## src/rtl/mac_neuron_unit_if.sv

```systemverilog
// Handshake bundle for one MAC neuron: input (activation, weight) beat stream
// and the held result with its saturation flag.
interface mac_neuron_unit_if #(
    parameter int IN_W  = 16,
    parameter int W_W   = 8,
    parameter int B_W   = 8,
    parameter int OUT_W = 16
);
    logic                    in_valid;
    logic                    in_ready;
    logic                    in_last;
    logic signed [IN_W-1:0]  act;
    logic signed [W_W-1:0]   weight;
    logic signed [B_W-1:0]   bias;
    logic                    out_valid;
    logic                    out_ready;
    logic signed [OUT_W-1:0] out_data;
    logic                    out_sat;

    modport master (
        output in_valid, in_last, act, weight, bias, out_ready,
        input  in_ready, out_valid, out_data, out_sat
    );

    modport slave (
        input  in_valid, in_last, act, weight, bias, out_ready,
        output in_ready, out_valid, out_data, out_sat
    );
endinterface

```

## src/rtl/mac_neuron_unit.sv

```systemverilog
// One MLP neuron: saturating multiply-accumulate over a beat stream, then
// bias, rescale, optional ReLU and output clamp, held until consumed.
//
// state  | meaning
// ACC    | accepting beats, accumulating products
// FINISH | one cycle: bias, shift, ReLU, clamp into result registers
// HOLD   | result valid, waiting for out_ready
module mac_neuron_unit #(
    parameter int IN_W       = 16,
    parameter int W_W        = 8,
    parameter int B_W        = 8,
    parameter int ACC_W      = 32,
    parameter int OUT_W      = 16,
    parameter int FRAC_SHIFT = 0,
    parameter int RELU       = 0
) (
    input  logic             clk,
    input  logic             reset,
    mac_neuron_unit_if.slave s_if
);
    localparam int PROD_W = IN_W + W_W;
    // Wide enough that product+acc never wraps, even if ACC_W < PROD_W.
    localparam int SUM_W  = ((ACC_W > PROD_W) ? ACC_W : PROD_W) + 1;
    localparam int S_W    = ACC_W + 1;

    localparam logic signed [SUM_W-1:0] ACC_MAX = {{(SUM_W-ACC_W+1){1'b0}}, {(ACC_W-1){1'b1}}};
    localparam logic signed [SUM_W-1:0] ACC_MIN = {{(SUM_W-ACC_W+1){1'b1}}, {(ACC_W-1){1'b0}}};
    localparam logic signed [S_W-1:0]   OUT_MAX = {{(S_W-OUT_W+1){1'b0}}, {(OUT_W-1){1'b1}}};
    localparam logic signed [S_W-1:0]   OUT_MIN = {{(S_W-OUT_W+1){1'b1}}, {(OUT_W-1){1'b0}}};

    typedef enum logic [1:0] {
        ACC    = 2'd0,
        FINISH = 2'd1,
        HOLD   = 2'd2
    } state_t;

    state_t r_state;
    state_t w_state_nxt;

    logic signed [ACC_W-1:0] r_acc;
    logic                    r_acc_ovf;
    logic signed [B_W-1:0]   r_bias;
    logic                    r_out_valid;
    logic signed [OUT_W-1:0] r_out_data;
    logic                    r_out_sat;

    logic                    w_in_ready;
    logic                    w_beat;
    logic                    w_done;
    logic signed [PROD_W-1:0] w_prod;
    logic signed [SUM_W-1:0] w_acc_sum;
    logic signed [ACC_W-1:0] w_acc_sat;
    logic                    w_acc_clamp;
    logic signed [S_W-1:0]   w_bias_sh;
    logic signed [S_W-1:0]   w_fin_sum;
    logic signed [S_W-1:0]   w_fin_shr;
    logic signed [S_W-1:0]   w_fin_relu;
    logic signed [OUT_W-1:0] w_fin_data;
    logic                    w_out_clamp;

    assign w_prod    = s_if.act * s_if.weight;
    assign w_acc_sum = SUM_W'(r_acc) + SUM_W'(w_prod);

    always_comb begin
        w_acc_clamp = 1'b0;
        w_acc_sat   = w_acc_sum[ACC_W-1:0];
        if (w_acc_sum > ACC_MAX) begin
            w_acc_clamp = 1'b1;
            w_acc_sat   = ACC_MAX[ACC_W-1:0];
        end else if (w_acc_sum < ACC_MIN) begin
            w_acc_clamp = 1'b1;
            w_acc_sat   = ACC_MIN[ACC_W-1:0];
        end
    end

    assign w_bias_sh = S_W'(r_bias) <<< FRAC_SHIFT;
    assign w_fin_sum = S_W'(r_acc) + w_bias_sh;
    assign w_fin_shr = w_fin_sum >>> FRAC_SHIFT;

    // ReLU zeroing is not a saturation event; only the output clamp is.
    always_comb begin
        w_fin_relu = w_fin_shr;
        if ((RELU != 0) && w_fin_shr[S_W-1])
            w_fin_relu = '0;
        w_out_clamp = 1'b0;
        w_fin_data  = w_fin_relu[OUT_W-1:0];
        if (w_fin_relu > OUT_MAX) begin
            w_out_clamp = 1'b1;
            w_fin_data  = OUT_MAX[OUT_W-1:0];
        end else if (w_fin_relu < OUT_MIN) begin
            w_out_clamp = 1'b1;
            w_fin_data  = OUT_MIN[OUT_W-1:0];
        end
    end

    always_comb begin
        w_state_nxt = r_state;
        w_in_ready  = (r_state == ACC);
        w_beat      = w_in_ready & s_if.in_valid;
        w_done      = (r_state == HOLD) & s_if.out_ready;
        case (r_state)
            ACC:     if (w_beat && s_if.in_last) w_state_nxt = FINISH;
            FINISH:  w_state_nxt = HOLD;
            HOLD:    if (w_done) w_state_nxt = ACC;
            default: w_state_nxt = ACC;
        endcase
    end

    always_ff @(posedge clk) begin
        if (reset)
            r_state <= ACC;
        else
            r_state <= w_state_nxt;
    end

    always_ff @(posedge clk) begin
        if (reset) begin
            r_acc       <= '0;
            r_acc_ovf   <= 1'b0;
            r_bias      <= '0;
            r_out_valid <= 1'b0;
            r_out_data  <= '0;
            r_out_sat   <= 1'b0;
        end else begin
            case (r_state)
                ACC: begin
                    if (w_beat) begin
                        r_acc     <= w_acc_sat;
                        r_acc_ovf <= r_acc_ovf | w_acc_clamp;
                        if (s_if.in_last)
                            r_bias <= s_if.bias;
                    end
                end
                FINISH: begin
                    r_out_valid <= 1'b1;
                    r_out_data  <= w_fin_data;
                    r_out_sat   <= r_acc_ovf | w_out_clamp;
                end
                HOLD: begin
                    if (w_done) begin
                        r_out_valid <= 1'b0;
                        r_acc       <= '0;
                        r_acc_ovf   <= 1'b0;
                    end
                end
                default: ;
            endcase
        end
    end

    assign s_if.in_ready  = w_in_ready;
    assign s_if.out_valid = r_out_valid;
    assign s_if.out_data  = r_out_data;
    assign s_if.out_sat   = r_out_sat;
endmodule

```

## src/flat_wrapper.sv

```systemverilog
// flat-port wrapper written by rule: the top's interface ports become plain ports
module mac_neuron_unit_flat 
#(
    parameter int IN_W       = 16,
    parameter int W_W        = 8,
    parameter int B_W        = 8,
    parameter int ACC_W      = 32,
    parameter int OUT_W      = 16,
    parameter int FRAC_SHIFT = 0,
    parameter int RELU       = 0
)
  (clk, reset, s_if_in_valid, s_if_in_last, s_if_act, s_if_weight, s_if_bias, s_if_out_ready, s_if_in_ready, s_if_out_valid, s_if_out_data, s_if_out_sat);
  mac_neuron_unit_if #(.IN_W(IN_W), .W_W(W_W), .B_W(B_W), .OUT_W(OUT_W)) s_if_i ();
  input  logic clk;
  input  logic reset;
  input wire logic [$bits(s_if_i.in_valid)-1:0] s_if_in_valid;
  input wire logic [$bits(s_if_i.in_last)-1:0] s_if_in_last;
  input wire logic [$bits(s_if_i.act)-1:0] s_if_act;
  input wire logic [$bits(s_if_i.weight)-1:0] s_if_weight;
  input wire logic [$bits(s_if_i.bias)-1:0] s_if_bias;
  input wire logic [$bits(s_if_i.out_ready)-1:0] s_if_out_ready;
  output wire logic [$bits(s_if_i.in_ready)-1:0] s_if_in_ready;
  output wire logic [$bits(s_if_i.out_valid)-1:0] s_if_out_valid;
  output wire logic [$bits(s_if_i.out_data)-1:0] s_if_out_data;
  output wire logic [$bits(s_if_i.out_sat)-1:0] s_if_out_sat;
  assign s_if_i.in_valid = s_if_in_valid;
  assign s_if_i.in_last = s_if_in_last;
  assign s_if_i.act = s_if_act;
  assign s_if_i.weight = s_if_weight;
  assign s_if_i.bias = s_if_bias;
  assign s_if_i.out_ready = s_if_out_ready;
  assign s_if_in_ready = s_if_i.in_ready;
  assign s_if_out_valid = s_if_i.out_valid;
  assign s_if_out_data = s_if_i.out_data;
  assign s_if_out_sat = s_if_i.out_sat;
  mac_neuron_unit #(.IN_W(IN_W), .W_W(W_W), .B_W(B_W), .ACC_W(ACC_W), .OUT_W(OUT_W), .FRAC_SHIFT(FRAC_SHIFT), .RELU(RELU)) u_core (.clk(clk), .reset(reset), .s_if(s_if_i));
endmodule
```

## config.mk

```make
export PLATFORM = sky130hd
export DESIGN_NAME = mac_neuron_unit_flat
export DESIGN_NICKNAME = d
export VERILOG_FILES = /design/src/rtl/mac_neuron_unit_if.sv /design/src/rtl/mac_neuron_unit.sv /design/src/flat_wrapper.sv
export SDC_FILE = /design/constraint.sdc
export NUM_CORES = 1
export LEC_CHECK = 0
export BUFFER_PORTS_ARGS = -buffer_cell sky130_fd_sc_hd__buf_2
export CAP_MARGIN = 20
export CELL_PAD_IN_SITES_DETAIL_PLACEMENT = 0
export CELL_PAD_IN_SITES_GLOBAL_PLACEMENT = 1
export CORE_MARGIN = 4
export CORE_UTILIZATION = 40
export CTS_CLUSTER_DIAMETER = 150
export DETAILED_ROUTE_END_ITERATION = 7
export GPL_ROUTABILITY_DRIVEN = 0
export PLACE_DENSITY = 0.68
export REMOVE_ABC_BUFFERS = 1
export SLEW_MARGIN = 10
export SYNTH_ARGS = -nofsm -noshare
export SYNTH_HDL_FRONTEND = slang
export SYNTH_SLANG_ARGS = --single-unit
```

## constraint.sdc

```tcl
create_clock -name clk -period 7.2 [get_ports clk]
set_clock_uncertainty 0.05 [all_clocks]
set_input_delay 0.36 -clock clk [delete_from_list [all_inputs] [get_ports clk]]
set_output_delay 0.36 -clock clk [all_outputs]
set_load 0.1 [all_outputs]
```

==> results of run 1 <==
-- path summary, 6_finish.rpt --
check                                startpoint                            endpoint  slack [ns]  cells after the start
max                                s_if_act[15]       u_core.r_acc[14]$_SDFFE_PP0P_        0.68                     21
min                                s_if_bias[7]       u_core.r_bias[7]$_SDFFE_PP0P_        0.22                      3
max reg2reg        u_core.r_acc[6]$_SDFFE_PP0P_       u_core.r_acc[14]$_SDFFE_PP0P_        1.16                     20
min reg2reg  u_core.s_if.out_valid$_SDFFE_PP0P_  u_core.s_if.out_valid$_SDFFE_PP0P_        0.41                      2
-- registers in the layout, indices dropped and copies added, names as in the netlist --
name                   flops
u_core.s_if.out_valid      1
u_core.s_if.out_sat        1
u_core.r_acc_ovf           1
u_core.r_acc              32
u_core.r_state             2
u_core.s_if.out_data      16
u_core.r_bias              8
-- worst max-delay path: stages --
cell and delay [ns]:
buf_2 0.14, nand2_1 0.18, inv_1 0.07, fa_1 0.56, inv_1 0.15, fa_1 0.74
inv_1 0.29, fa_1 0.57, fa_1 0.49, ha_1 0.31, ha_1 0.40, a21o_1 0.20
a21o_1 0.17, a21oi_1 0.21, o21ai_0 0.12, a21oi_1 0.32, mux2i_1 0.14, nand3_2 0.20
nand2_2 0.17, nor3_4 0.72, a221o_1 0.21
-- per-stage QoR --
step	cell area [sq um]	util (%)
global route	12000	44.3
finish	12000	44.3
detailed placement	11600	43.1
CTS	12000	44.3
floorplan	10800	-
global placement	11600	43.1
-- per-layer routing --
metal  track usage [%]  vias to the layer above  part of all wire, %
met5                 0                        -                    0
met4              2.18                        0                 0.97
met3              2.70                       19                  3.2
met2              31.9                      129                   50
met1              24.7                     4301                   46
li1                  -                     4218                    -
-- layout make-up --
type	instances	area [sq um]	share of cell area [%]
Multi-Input combinational cell	969	9090	75.9
Sequential cell	61	1220	10.2
Inverter	134	503	4.20
Tap cell	341	427	3.56
Timing Repair Buffer	72	403	3.36
Clock buffer	13	260	2.17
Clock inverter	3	67.6	0.564
-- kinds of logic (layout without fill, tap and decap cells) --
family	count (synthesis)	in the layout	share of synthesized area (%)
adders and majority gates	269	269	41.8
and+or+nand+nor	372	372	17.4
muxes	6	6	0.567
buffers and inverters	173	222	6.46
DFF	61	61	11.1
xor gates and xnor gates	53	53	4.21
AOI/OAI and AO/OA	269	269	18.5
-- cell usage in the layout, fill, tap and decap left out, types with 5 or more instances in the layout --
master     Yosys  routed
nand3_1       13      13
nand3b_1       5       5
o32ai_1        6       6
and2_1        81      81
nand2b_1       8       8
xnor2_1       32      32
nand2_1      111     111
a221o_1       25      25
nor2b_1        7       7
a221oi_1       7       7
dfxtp_1       61      61
fa_1         165     165
nor2_1        69      69
a211oi_1       6       6
buf_2          7      55
or3_1         17      17
buf_4          2      17
o32ai_2       11      11
o21ai_0       21      21
a21o_1        38      38
clkbuf_16      0       9
a31oi_1        6       6
inv_1        134     134
o21bai_1       5       5
nor3_1        15      15
o31ai_1        5       5
a21oi_1       71      70
o21ai_2        5       5
and3_1        12      12
nand4_1        7       7
o211ai_1      11      11
o21a_1         9       9
xor2_1        21      21
ha_1         104     104
==> results.yml, run 1 <==
status:
  status: "completed"
sta:
  tightestPinTransition_ns: 1.13
  max-slew-margin-rel_pct: 24.9
  final-setup-viol-count: 0
  drv_slew: 0
  rsz0062_at_grt: "no"
  post-route-period-util_pct: 90.5
  setup_slack_ns: 0.684
  hold_viol: 0
  setup_tns_ns: 0
  period_needed_ns: 6.52
  hold_ws_ns: 0.217
  clock.fmax_mhz: 153
logic_synthesis:
  synthFlopType: "dfxtp_1"
  ys_ff_latch: 61
  async_flop_share_pct: 0
  synth.distinct_cells: 81
  syn_inst: 1203
  yosys.area.top_type: "fa_1"
  synth_most_common_cell: "fa_1"
  ys_seq_area_share_pct: 11.1
  syn_area_sq_mm: 0.0110
  synth_top_area_share_pct: 30.0
  ys_top_cells_by_count: "fa_1, inv_1, nand2_1"
  yosysWarnings: 0
  synth_edf_count: 0
  syn_avg_cell_area_sq_um: 9.16
  synth_area_leaders: "fa_1, ha_1, dfxtp_1"
route:
  via_count: 8667
  drc: 0
  routed_via_density: 5.44
  dr.pass1.iters: 5
  drt_wl_total_um: 27200
  drt_iter0_drc: 463
  postRouteAntennaNets: 0
  wl_per_cell_um: 17.1
floorplanning:
  core_region_area_sq_mm: 0.0270
  io_pins: 56
  die_x_um: 174
  die_h_um: 174
  die_area_sq_mm: 0.0303
  start_util_pct: 40.8
  rows: 60
place:
  hpwlAfterDp_um: 23000
  dp.cells: 1577
  port_buffers: 55
  preCtsSetupSlack_ns: 0.313
hold_path:
  hp-class: "input pin to register"
job:
  maxCapViolations: 0
critical_path:
  critPathMaxFanout: 24
  cp.arrival_ns: 6.73
  endpoint_kind: "register"
  worstPathRequired_ns: 7.42
  startpoint_type: "input pin"
  path_class: "input pin to register"
clocking:
  cts_inserted_buffers: 9
  root_buffer: "clkbuf_16"
  cts_hold_buf: 0
  postCtsSetupBuffers: 0
  clk_latency_ns: 0.33
  cts.sink_count: 61
  clk_pin_slew_ns: 0.05
  cts_tree: "built"
  ctsLongestPathBuffers: 2
  ctsResizeCount: 0
  cts_max_level: 3
final_layout:
  drive_above_1_share_pct: 10.1
  diodes: 0
  nets: 1553
  fillers: 2706
  area_growth_pct: 8.64
  fin_cells: 1593
global_route:
  grt_use_total_pct: 18.2
  grt_pass1_vias: 8774
  grt_antenna_before_repair: 0
  grt-ovfl-total: 0
  grt_pass1_wl_um: 45900
  grt_max_degree: 56
Power of run 1 is not shown: default switching activity piles up to over one toggle a cycle in this logic, so the estimate is an artifact.
==> run 2, diff against run 1 <==
- CORE_ASPECT_RATIO: unset -> 0.9
==> run 2 against run 1 <==
Worst setup slack worse by 0.018 ns. Critical path type unchanged. Clock-buffer cell count decreased by 3. Sequential cell count did not move. Register-to-register slack worse by 0.15 ns. Cell count up 0.94%. Die area about the same. Final area increased by 0.19%. Maximum frequency fell by 0.28%. Non-clock buffer count is 1 higher. Hold slack better by 0.0032 ns. Critical path depth unchanged. Routed wire length rose by 1.6%.
==> results.yml, run 2 (synthesis results as in run 1) <==
route:
  drc: 0
  postRouteAntennaNets: 0
  wl_per_cell_um: 17.2
  via_count: 8721
  drt_wl_total_um: 27700
  drt_iter0_drc: 427
  dr.pass1.iters: 4
  routed_via_density: 5.42
critical_path:
  critPathSlowestCell: "fa_1"
  endpoint_kind: "register"
  critical_path.endpoint: "u_core.r_acc[13]$_SDFFE_PP0P_"
  reg2reg_to: "u_core.r_acc[13]$_SDFFE_PP0P_"
  critPathMaxFanout: 24
  crit_chain: "buf_2 -> nand2_1 -> inv_1 -> fa_1 -> inv_1 -> fa_1 -> inv_1 -> fa_1 -> fa_1 -> ha_1 -> ha_1 -> a21o_1 -> a21o_1 -> a21oi_1 -> o21ai_0 -> a21oi_1 -> mux2i_1 -> nand3_2 -> nand2_2 -> nor3_4 -> a221o_1"
  reg2reg_slack_ns: 1.01
  worst-path-stages: 21
  max_stage_delay_ns: 0.75
  path_class: "input pin to register"
  critPathBufInv: 4
  worst_path_dominant_cell_family: "adder cells"
  cp.arrival_ns: 6.75
  rr_startpoint: "u_core.r_acc[6]$_SDFFE_PP0P_"
  ff2ff_path_depth: 20
  worstPathRequired_ns: 7.41
  crit_start: "s_if_act[15]"
  crit_top_cell: "fa_1"
  startpoint_type: "input pin"
global_route:
  grt_pass1_vias: 8862
  grt_use_met3_pct: 2.54
  grt_pass1_wl_um: 47000
  grtUsageMet1_pct: 27.0
  grt_max_degree: 56
  grt-ovfl-total: 0
  busiest_layer: "met2"
  grt_util_met2_pct: 32.2
  grt_antenna_before_repair: 2
  grt_use_total_pct: 19.0
place:
  hpwlAfterDp_um: 23400
  placedInstanceArea_sq_mm: 0.0117
  port_buffers: 55
  preCtsSetupSlack_ns: 0.380
sta:
  setup_tns_ns: 0
  clock.fmax_mhz: 153
  post-route-period-util_pct: 90.8
  rsz0062_at_grt: "no"
  final-setup-viol-count: 0
  hold_viol: 0
  tightestPinTransition_ns: 0.880
  max-slew-margin-rel_pct: 41.1
  drv_slew: 0
  setup_slack_ns: 0.666
  hold_ws_ns: 0.220
  period_needed_ns: 6.53
final_layout:
  final_cell_mix: "fa_1, inv_1, nand2_1, ha_1, and2_1"
  top_register: "u_core.r_acc"
  largest_register_ffs: 32
  nets: 1554
  final_common_cell: "fa_1"
  final_cell_area_sq_mm: 0.0120
  fillers: 2742
  area_growth_pct: 8.84
  drive_above_1_share_pct: 10.4
clocking:
  ctsResizeCount: 0
  cts_max_level: 3
  postCtsSetupBuffers: 0
  clk_latency_ns: 0.33
  root_buffer: "clkbuf_16"
  cts_hold_buf: 0
  cts_tree: "built"
  ctsLongestPathBuffers: 2
  clk_pin_slew_ns: 0.06
  cts.sink_count: 61
  cts_inserted_buffers: 9
floorplanning:
  die_h_um: 165
  die_x_um: 183
  rows: 57
  start_util_pct: 40.7
  core_region_area_sq_mm: 0.0271
  io_pins: 56
  die_area_sq_mm: 0.0303
hold_path:
  hp-class: "input pin to register"
status:
  status: "completed"
job:
  maxCapViolations: 0
run 2: changes by cell type in the layout (fill, tap and decap cells not counted), sizes merged:
cell,before,now
buf,72,73
bufinv,2,1
clkbuf,13,10
clkinv,0,2
diode,0,1
inv,134,136
run 2: worst min path at each step:
| stage | slack (ns) | from | end | cells after the start |
|---|---|---|---|---|
| floorplan | 0.38 | reset | u_core.r_acc[8]$_SDFFE_PP0P_ | 1 |
| global placement | 0.40 | u_core.r_bias[0]$_SDFFE_PP0P_ | u_core.r_bias[0]$_SDFFE_PP0P_ | 2 |
| detailed placement | 0.41 | u_core.s_if.out_data[15]$_SDFFE_PP0P_ | u_core.s_if.out_data[15]$_SDFFE_PP0P_ | 2 |
| CTS | 0.21 | s_if_bias[1] | u_core.r_bias[1]$_SDFFE_PP0P_ | 3 |
| global route | 0.23 | s_if_bias[0] | u_core.r_bias[0]$_SDFFE_PP0P_ | 3 |
| finish | 0.22 | s_if_bias[1] | u_core.r_bias[1]$_SDFFE_PP0P_ | 3 |
run 2: layer usage:
layer | up-vias | share of wire (%)
met5 | - | 0.047
met4 | 2 | 0.62
met3 | 16 | 3.1
met2 | 120 | 49
met1 | 4360 | 47
li1 | 4223 | -
run 2: area by class of cell:
| type | count | area, sq um | area share, % |
|---|---|---|---|
| Timing Repair Buffer | 73 | 427 | 3.56 |
| Clock inverter | 6 | 68.8 | 0.574 |
| Sequential cell | 61 | 1220 | 10.2 |
| Multi-Input combinational cell | 969 | 9090 | 75.8 |
| Clock buffer | 10 | 239 | 1.99 |
| Inverter | 134 | 503 | 4.19 |
| Antenna cell | 1 | 2.50 | 0.0209 |
| Tap cell | 354 | 443 | 3.69 |
run 2: per-stage QoR:
step           utilization, %  instances
6_report                 44.3       1608
5_1_grt                  44.3       1607
4_1_cts                  44.2       1606
3_5_place_dp             43.1       1590
3_3_place_gp             43.1       1590
2_1_floorplan               -       1164
run 2: worst reg2reg max path, delay by kind of cell, from the launching register on:
kind | cells | cell delay [ns]
compound gates | 7 | 1.65
flops | 1 | 0.43
buf+inv | 5 | 0.46
fa+ha+maj | 6 | 2.61
simple gates | 2 | 0.90
Power of run 2 is left out for the same reason.
==> run 3, diff against run 2 <==
- ABC_AREA: unset -> 1
- PLACE_DENSITY: 0.68 -> 0.71
==> run 3 against run 2 <==
Routed wire length grew 13%. Hold slack gained 0.014 ns. Critical path depth grew 3. Worst setup slack gained 0.45 ns. Largest cell class unchanged. Sequential share of layout area shrank 0.53 points.
==> results.yml, run 3 <==
route:
  dr.pass1.iters: 5
  routed_via_density: 4.76
  highest_layer: "met4"
  met1_length_um: 15800
  wl_met2_um: 14100
  dr_wl_met3_um: 995
  drt_wl_total_um: 31300
  wl_per_cell_um: 14.8
  drc: 0
  via_count: 10065
  drt_iter0_drc: 635
  postRouteAntennaNets: 0
hold_path:
  worstHoldStart: "s_if_out_ready"
  min_to: "u_core.r_state[1]$_SDFFE_PP0P_"
  hold-path-cell-count: 4
  hp-class: "input pin to register"
logic_synthesis:
  synth.distinct_cells: 41
  synthFlopType: "dfxtp_1"
  syn_area_sq_mm: 0.0117
  synth_edf_count: 0
  ys_top_cells_by_count: "nand2_1, inv_1, fa_1"
  synth_most_common_cell: "nand2_1"
  yosysWarnings: 0
  syn_inst: 1690
  synth_top_area_share_pct: 28.2
  async_flop_share_pct: 0
  synth_area_leaders: "fa_1, nand2_1, inv_1"
  ys_ff_latch: 61
  ys_seq_area_share_pct: 10.4
  yosys.area.top_type: "fa_1"
  syn_avg_cell_area_sq_um: 6.94
final_layout:
  diodes: 0
  area_growth_pct: 7.94
  final_cell_mix: "nand2_1, inv_1, fa_1, nor2_1, ha_1"
  largest_register_ffs: 32
  top_register: "u_core.r_acc"
  nets: 2018
  final_common_cell: "nand2_1"
  fin_cells: 2113
  drive_above_1_share_pct: 6.12
critical_path:
  crit_chain: "buf_2 -> nand2_1 -> inv_1 -> fa_1 -> inv_1 -> fa_1 -> inv_1 -> fa_1 -> fa_1 -> ha_1 -> ha_1 -> a21oi_1 -> o21ai_0 -> a21oi_1 -> nand2_1 -> a21oi_1 -> nand2_1 -> xor2_1 -> nor2_2 -> buf_4 -> nand2_2 -> nand2_1 -> a21oi_1 -> nor2_1"
  cp.arrival_ns: 6.26
  ff2ff_path_depth: 24
  worst-path-stages: 24
  reg2reg_slack_ns: 1.66
  max_stage_delay_ns: 0.75
  path_class: "input pin to register"
  endpoint_kind: "register"
  worstPathRequired_ns: 7.38
  critPathBufInv: 5
  reg2reg_to: "u_core.r_acc[30]$_SDFFE_PP0P_"
  startpoint_type: "input pin"
  critPathSlowestCell: "fa_1"
  worst_path_dominant_cell_family: "adder cells"
  critPathMaxFanout: 20
  rr_startpoint: "u_core.r_acc[4]$_SDFFE_PP0P_"
floorplanning:
  die_h_um: 170
  die_area_sq_mm: 0.0321
  die_x_um: 188
  rows: 59
  io_pins: 56
  core_region_area_sq_mm: 0.0289
  start_util_pct: 40.5
clocking:
  cts.sink_count: 61
  clk_latency_ns: 0.34
  cts_tree: "built"
  cts_inserted_buffers: 9
  postCtsSetupBuffers: 0
  ctsResizeCount: 0
  root_buffer: "clkbuf_16"
  cts_hold_buf: 0
  cts_max_level: 3
  ctsLongestPathBuffers: 2
  clk_pin_slew_ns: 0.06
sta:
  period_needed_ns: 6.08
  setup_tns_ns: 0
  final-setup-viol-count: 0
  rsz0062_at_grt: "no"
  hold_viol: 0
  post-route-period-util_pct: 84.5
  max-slew-margin-rel_pct: 30.9
  drv_slew: 0
  clock.fmax_mhz: 164
  tightestPinTransition_ns: 1.04
job:
  maxCapViolations: 0
status:
  status: "completed"
global_route:
  grt_antenna_before_repair: 0
  grt-ovfl-total: 0
  grt_max_degree: 36
  grt_use_total_pct: 19.9
  grt_pass1_vias: 9803
  grt_pass1_wl_um: 52000
place:
  port_buffers: 55
  hpwlAfterDp_um: 27100
  dp.cells: 2097
==> run 3: per-stage QoR <==
step | area, sq um | hold slack [ns] | setup slack [ns] | util [%]
3_5_place_dp | 12300 | 0.404 | 0.782 | 42.6
3_3_place_gp | 12300 | 0.399 | 0.900 | 42.6
6_report | 12700 | 0.234 | 1.12 | 43.7
4_1_cts | 12700 | 0.228 | 1.12 | 43.7
5_1_grt | 12700 | 0.237 | 0.610 | 43.7
2_1_floorplan | 11500 | 0.372 | 1.68 | -
==> run 3: worst register-to-register path, cell delays in order (launching register included) <==
cell      delay (ns)
dfxtp_1         0.38
inv_1           0.08
fa_1            0.53
inv_1           0.05
fa_1            0.46
ha_1            0.30
inv_1           0.05
fa_1            0.53
inv_1           0.04
ha_1            0.28
ha_1            0.23
fa_1            0.39
nand2_1         0.08
inv_1           0.05
o21ai_0         0.14
nand2_1         0.14
a21boi_0        0.46
inv_1           0.10
a21oi_1         0.28
o21ai_0         0.27
nand2_1         0.16
nand2_1         0.07
xor2_1          0.14
a21oi_1         0.13
nor2_1          0.05
==> run 3: how the worst max path moves through the flow <==
stage	from	end
final	s_if_act[15]	u_core.r_acc[30]$_SDFFE_PP0P_
after global routing	s_if_act[15]	u_core.r_acc[30]$_SDFFE_PP0P_
after CTS	s_if_act[15]	u_core.r_acc[30]$_SDFFE_PP0P_
after detailed placement	s_if_act[15]	u_core.r_acc[30]$_SDFFE_PP0P_
after global placement	s_if_act[15]	u_core.r_acc[30]$_SDFFE_PP0P_
after floorplan	s_if_act[15]	u_core.r_acc[24]$_SDFFE_PP0P_
==> run 3: cells by family after synthesis <==
kind of cell | share of synthesized area (%)
adder cells (fa/ha/maj) | 39.3
AO/OA/AOI/OAI | 7.75
flip-flops | 10.4
AND/OR/NAND/NOR | 25.7
XOR/XNOR | 3.56
buffers and inverters | 13.3
==> run 3: routing by layer <==
layer  vias to the layer above  track usage, %
met5                         -               0
met4                         0            2.85
met3                        29            1.95
met2                       175            31.7
met1                      4720            30.1
li1                       5141               -
==> run 3: final cells by class <==
cell class              instances  area [sq um]
fillers                      3144         16300
multi-input cells            1227          8950
inverters                     348          1310
flip-flops and latches         61          1220
well taps                     396           495
repair buffers                 65           363
clock buffers                   9           225
clock inverters                 7          97.6
Power of run 3 is left out for the same reason.
